`src/rtl/bist_pkg.sv`:
```
`default_nettype none
//------------------------------------------------------------------------------
// Module  : bist_pkg
// Purpose : Shared BIST definitions: analyzer FSM states, default MISR
//           polynomial and the matching pattern-generator LFSR constants.
// Revision: 1.0 - initial release
//------------------------------------------------------------------------------
package bist_pkg;

   // Response-analyzer control states
   typedef enum logic [1:0] {
      IDLE    = 2'd0,
      COMPACT = 2'd1,
      COMPARE = 2'd2,
      DONE    = 2'd3
   } state_t;

   // Default MISR feedback taps (x^8 + x^4 + x^3 + x^2 + 1)
   localparam logic [7:0] DEFAULT_POLY = 8'h1D;

   // Pattern-generator LFSR built from the same polynomial, so that the
   // stimulus and the compaction share one characteristic polynomial
   localparam logic [7:0] PG_POLY = DEFAULT_POLY;
   localparam logic [7:0] PG_SEED = 8'h01;

endpackage : bist_pkg
`default_nettype wire

```
`src/rtl/misr.sv`:
```
`default_nettype none
//------------------------------------------------------------------------------
// Module  : misr
// Purpose : Multiple-input signature register. Shifts left with polynomial
//           feedback from the MSB and folds in one data word per enable.
// Revision: 1.0 - initial release
//------------------------------------------------------------------------------
module misr
   import bist_pkg::*;
#(
   parameter int               WIDTH = 8,
   parameter logic [WIDTH-1:0] POLY  = WIDTH'(DEFAULT_POLY)
) (
   input  logic             clk,
   input  logic             rst_n,
   input  logic             clear,
   input  logic             enable,
   input  logic [WIDTH-1:0] data,
   output logic [WIDTH-1:0] sig
);

   logic [WIDTH-1:0] r_sig;
   logic [WIDTH-1:0] w_next;

   // Next signature: shift, feed back taps when the MSB falls out, fold in data
   always_comb begin
      w_next = {r_sig[WIDTH-2:0], 1'b0} ^ (r_sig[WIDTH-1] ? POLY : '0) ^ data;
   end

   // Signature register; clear has priority so a new run always starts at zero
   always_ff @(posedge clk) begin
      if (!rst_n) begin
         r_sig <= '0;
      end else if (clear) begin
         r_sig <= '0;
      end else if (enable) begin
         r_sig <= w_next;
      end
   end

   assign sig = r_sig;

endmodule : misr
`default_nettype wire

```
`src/rtl/bist_response_analyzer.sv`:
```
`default_nettype none
//------------------------------------------------------------------------------
// Module  : bist_response_analyzer
// Purpose : Compacts NUM_PATTERNS circuit-under-test responses into a MISR
//           signature and compares it against a golden value.
// Revision: 1.0 - initial release
//------------------------------------------------------------------------------
module bist_response_analyzer
   import bist_pkg::*;
#(
   parameter int               WIDTH        = 8,
   parameter int               NUM_PATTERNS = 256,
   parameter logic [WIDTH-1:0] POLY         = WIDTH'(DEFAULT_POLY)
) (
   input  logic             clk,
   input  logic             rst_n,
   input  logic             start,
   input  logic             resp_valid,
   input  logic [WIDTH-1:0] resp_data,
   input  logic [WIDTH-1:0] golden_sig,
   output logic             busy,
   output logic             done,
   output logic             pass,
   output logic [WIDTH-1:0] signature,
   output logic [15:0]      count
);

   // Count value held just before the final response is accepted
   localparam logic [15:0] c_last_idx = 16'(NUM_PATTERNS - 1);

   state_t           r_state;
   logic             r_busy;
   logic             r_done;
   logic             r_pass;
   logic [15:0]      r_count;
   logic             w_clear;
   logic             w_accept;
   logic [WIDTH-1:0] w_sig;

   // A run may only be launched from IDLE or DONE; responses only count in COMPACT
   always_comb begin
      w_clear  = start && ((r_state == IDLE) || (r_state == DONE));
      w_accept = resp_valid && (r_state == COMPACT);
   end

   misr #(
      .WIDTH (WIDTH),
      .POLY  (POLY)
   ) u_misr (
      .clk    (clk),
      .rst_n  (rst_n),
      .clear  (w_clear),
      .enable (w_accept),
      .data   (resp_data),
      .sig    (w_sig)
   );

   // Control FSM with counter, comparator and registered status outputs
   always_ff @(posedge clk) begin
      if (!rst_n) begin
         r_state <= IDLE;
         r_busy  <= 1'b0;
         r_done  <= 1'b0;
         r_pass  <= 1'b0;
         r_count <= '0;
      end else begin
         case (r_state)
            IDLE, DONE: begin
               if (start) begin
                  r_state <= COMPACT;
                  r_busy  <= 1'b1;
                  r_done  <= 1'b0;
                  r_pass  <= 1'b0;
                  r_count <= '0;
               end
            end
            COMPACT: begin
               if (resp_valid) begin
                  r_count <= r_count + 16'd1;
                  // Leave as soon as the last response lands; count stops at NUM_PATTERNS
                  if (r_count == c_last_idx) begin
                     r_state <= COMPARE;
                  end
               end
            end
            COMPARE: begin
               r_pass  <= (w_sig == golden_sig);
               r_done  <= 1'b1;
               r_busy  <= 1'b0;
               r_state <= DONE;
            end
            default: begin
               r_state <= IDLE;
               r_busy  <= 1'b0;
               r_done  <= 1'b0;
               r_pass  <= 1'b0;
            end
         endcase
      end
   end

   assign busy      = r_busy;
   assign done      = r_done;
   assign pass      = r_pass;
   assign signature = w_sig;
   assign count     = r_count;

endmodule : bist_response_analyzer
`default_nettype wire

```
`config.mk`:
```
export PLATFORM = sky130hd
export DESIGN_NAME = bist_response_analyzer
export DESIGN_NICKNAME = d
export VERILOG_FILES = /design/src/rtl/bist_pkg.sv /design/src/rtl/misr.sv /design/src/rtl/bist_response_analyzer.sv
export SDC_FILE = /design/constraint.sdc
export NUM_CORES = 1
export LEC_CHECK = 0
export ABC_CLOCK_PERIOD_IN_PS = 3120
export BUFFER_PORTS_ARGS = -buffer_cell sky130_fd_sc_hd__clkbuf_2
export CORE_ASPECT_RATIO = 1.25
export CORE_MARGIN = 2
export CORE_UTILIZATION = 51
export CTS_CLUSTER_DIAMETER = 200
export DETAILED_ROUTE_END_ITERATION = 6
export GPL_TIMING_DRIVEN = 0
export HOLD_SLACK_MARGIN = 0.15
export PLACE_DENSITY_LB_ADDON = 0.05
export RECOVER_POWER = 50
export SLEW_MARGIN = 20
export SYNTH_ARGS = -nofsm -noshare
export SYNTH_HDL_FRONTEND = slang
export SYNTH_SLANG_ARGS = --single-unit
```
`constraint.sdc`:
```
create_clock -name clk -period 3.12 [get_ports clk]
set_clock_uncertainty 0.15 [all_clocks]
set_input_delay 0.156 -clock clk [delete_from_list [all_inputs] [get_ports clk]]
set_output_delay 0.156 -clock clk [all_outputs]
set_load 0.01 [all_outputs]
```
==> results.md <==
* Footprint of the multi-input gates at between 900 and 1000 sq um
* Hold path startpoint: pass
* Clock Path Buffers at 2
* Fmax at 367 MHz
* Count of final hold-check violations at 0
* Antenna viol nets, final at 0
* Unrepaired setup endpoints after global routing: no
* H-tree depth at 2
* Hold Crit Class: register to register
* Die Ht at roughly 67 microns
* Area Growth Syn to Fin at 27.4%
* Via count at roughly 1,600
* VDD IR max at between 400 and 500 uV
* Vias per cell at 5.53
* Post-synth EDFFs at 0
* Post-route setup slack at between 0.3 and 0.4 ns
* Synthesized flop and latch total at 29
* Final GP Congestion at approximately 0.75
* Io pins at 47
* Hold depth at 2
* Synth warn at 0
* Global-route wire length before repair at between 6 and 7 mm
* DR pass1 iterations at 4
* Wirelength per Cell at 13.6 microns
* Endpoints failing setup at 0
* Nets at 283
* Row cnt at 22
* Number of max-cap violations at 0
* Core Region at ~3000 sq um
* Reg2Reg Setup Slack at between 0.3 and 0.4 ns
* Post-synth ARST share at 0
* Root Buffer: clkbuf_4
* Drt total wl at between 4 and 5 mm
* Fin crit share at 0.873
* Initial Util at 0.537
* Buffers on Ports at between 40 and 50
* TritonCTS Buffers at 5
* Worst r2r src: r_state[0]
* Relative slew slack at 0.652
* Fin cells at 296
* DP HPWL at between 2 and 3 mm
* Post-placement cell count at 275
* Antenna violations before repair at 0
* CTS tree: done
* Seq/Total Area, Yosys at 0.363
* Hold Path End: pass
* DRC at 0
* 1st-iter DRT viols at 33
* Antenna Cells at 0
* Status: finished clean
* Required @ worst endpoint at 3.22 ns
* Number of global-route vias before repair at 1,557
* Yosys cell types at 36
* R2r worst-path depth at 8
* Mapped Area at ~1600 sq um
* Clock transition at the registers of the reported paths at approximately 0.090 ns
* Setup TNS at 0 ns
* Startpoint Class: register
* Share of post-route cells with drive strength above 1 at 0.119
* Crit Path Max Fanout at 10
* Final min period at approximately 2.7 ns
* Total gr overflow at 0
* CTS sink cnt at 29
* Critical path arrival at around 2.8 ns
* Pwr Density at 559 nW/um^2
* Number of fill cells at about 280
* GR Util All Layers at 0.251
* Mean Syn Cell Area at a little over 8 sq um
* Largest net degree at the start of global routing at 11
* Layout Utilization at 0.685
* Slew Viols, Final at 0
* Worst Tran Pin Value at 0.511 ns
* Full die area at 3600 sq um
* Register area at 581 sq um
* Crit Reg-Reg Endpoint: count[10]
* Kind of critical path: register to register
* Syn nets at 217
* Main synth FF type: dfxtp_1
* Clock latency on the worst-skew pair at between 0.3 and 0.4 ns
* Worst slack, placed at roughly 0.54 ns
* Critical Path End Type: register
* Cell leakage power at 0.726 nW
* Die Width at between 50 and 60 microns
* Post-CTS setup buffer count at 0
* Post-Synthesis Cells at 193
flip-flops by register name, summed over array words and instances (netlist names):
register,flops
u_misr.sig,8
busy,1
done,1
r_state,2
count,16
pass,1
timing repair:
action,4_1_cts,5_1_grt
gates resized for setup,0,0
hold buffers,13,0
endpoints found under the hold margin,19,0
layout make-up:
cell class	instances	area share
Multi-Input combinational cell	146	0.463
Sequential cell	29	0.285
Clock buffer	7	0.0320
Inverter	8	0.0148
Tap cell	36	0.0221
Buffer	10	0.0197
Clock inverter	1	0.00246
Timing Repair Buffer	59	0.160
cell families (layout without fill, tap and decap cells):
family | after synthesis | in the layout | share of synthesized area
flip-flops | 29 | 29 | 0.363
AND/OR/NAND/NOR | 78 | 78 | 0.260
multiplexers | 2 | 2 | 0.0149
buffers and inverters | 18 | 85 | 0.0462
AO/OA/AOI/OAI | 37 | 37 | 0.147
XOR/XNOR | 25 | 25 | 0.137
adder cells (fa/ha/maj) | 4 | 4 | 0.0313
critical path, cell delays in order, from the launching register on:
cell and delay (ns):
dfxtp_1 0.40, inv_1 0.07, ha_1 0.28, clkbuf_1 0.30
mux2i_2 0.22, or3_1 0.40, buf_2 0.17, or4_1 0.50
a21oi_1 0.17
through the flow:
| stage | power, mW | instance area, sq um | hold WS, ns |
|---|---|---|---|
| 3_3_place_gp | 0.857 | 1870 | 0.305 |
| 2_1_floorplan | 0.760 | 1600 | 0.139 |
| 5_1_grt | 1.22 | 2040 | 0.384 |
| 4_1_cts | 1.16 | 2070 | 0.362 |
| 6_report | 1.14 | 2040 | 0.357 |
| 3_5_place_dp | 0.879 | 1870 | 0.309 |
power by group:
group / switching (mW) / internal [mW]
Clock: 0.132 / 0.130
Sequential: 0.0426 / 0.410
Combinational: 0.259 / 0.163
metal layers:
metal / share of wire / GRT usage / vias to the layer above
met4: 0.014 / 0.0844 / 0
met2: 0.55 / 0.489 / 44
met5: 0 / 0 / -
met3: 0.040 / 0.0583 / 6
li1: - / - / 816
met1: 0.39 / 0.246 / 771
placed cells by master (no fill, tap or decap):
cell           synthesis  final
o31ai_1                6      6
clkbuf_8               0      2
clkbuf_4               0      5
nor4_1                 7      7
o211a_1                1      1
nor4bb_1               1      1
and4_1                 2      2
nand2b_1               2      2
o21ai_0                6      6
or3_1                  2      2
inv_1                  8      8
or4_1                  6      6
nor2_1                16     16
dlygate4sd3_1          0     13
xor2_1                 7      7
nand4_1                5      5
clkinv_2               0      1
a211oi_1               5      5
nand3_1                5      5
mux2i_2                1      1
and3_1                 2      2
and2_1                 1      1
o311ai_0               1      1
mux2i_1                1      1
nand2_1               19     19
buf_2                  2      2
xnor2_1               18     18
nor4b_1                2      2
a21bo_2                1      1
a211o_1                1      1
o21a_1                 2      2
a21oi_1               14     14
nor3_1                 2      2
clkbuf_1               6     34
ha_1                   4      4
dfxtp_1               29     29
nor3b_1                2      2
clkbuf_2               0     19
nor2b_1                4      4
buf_1                  1      1
cell usage after synthesis, drive strengths merged (4+ instances only):
library cell  count  area (sq um)
clkbuf            6          22.5
xor2              7          61.3
ha                4          50.1
o21ai             6          30.0
buf               4          21.3
or4               6          45.0
dfxtp            29           581
nand2            19          71.3
a211oi            5          37.5
a21oi            14          70.1
o31ai             6          45.0
nor4              7          43.8
nand4             5          31.3
xnor2            18           158
nor2             16          60.1
inv               8          30.0
nand3             5          25.0
nor2b             4          25.0
worst max-delay path by stage:
| stage | from | to | slack [ns] |
|---|---|---|---|
| 4_1_cts | r_state[0] | count[10] | 0.49 |
| 5_1_grt | r_state[0] | count[10] | 0.23 |
| 6_report | r_state[0] | count[10] | 0.40 |
| 3_5_place_dp | r_state[0] | count[10] | 0.54 |
| 3_3_place_gp | r_state[0] | count[10] | 0.63 |
| 2_1_floorplan | r_state[0] | count[12] | 0.74 |
No activity file was read; power rests on OpenSTA's default activity.
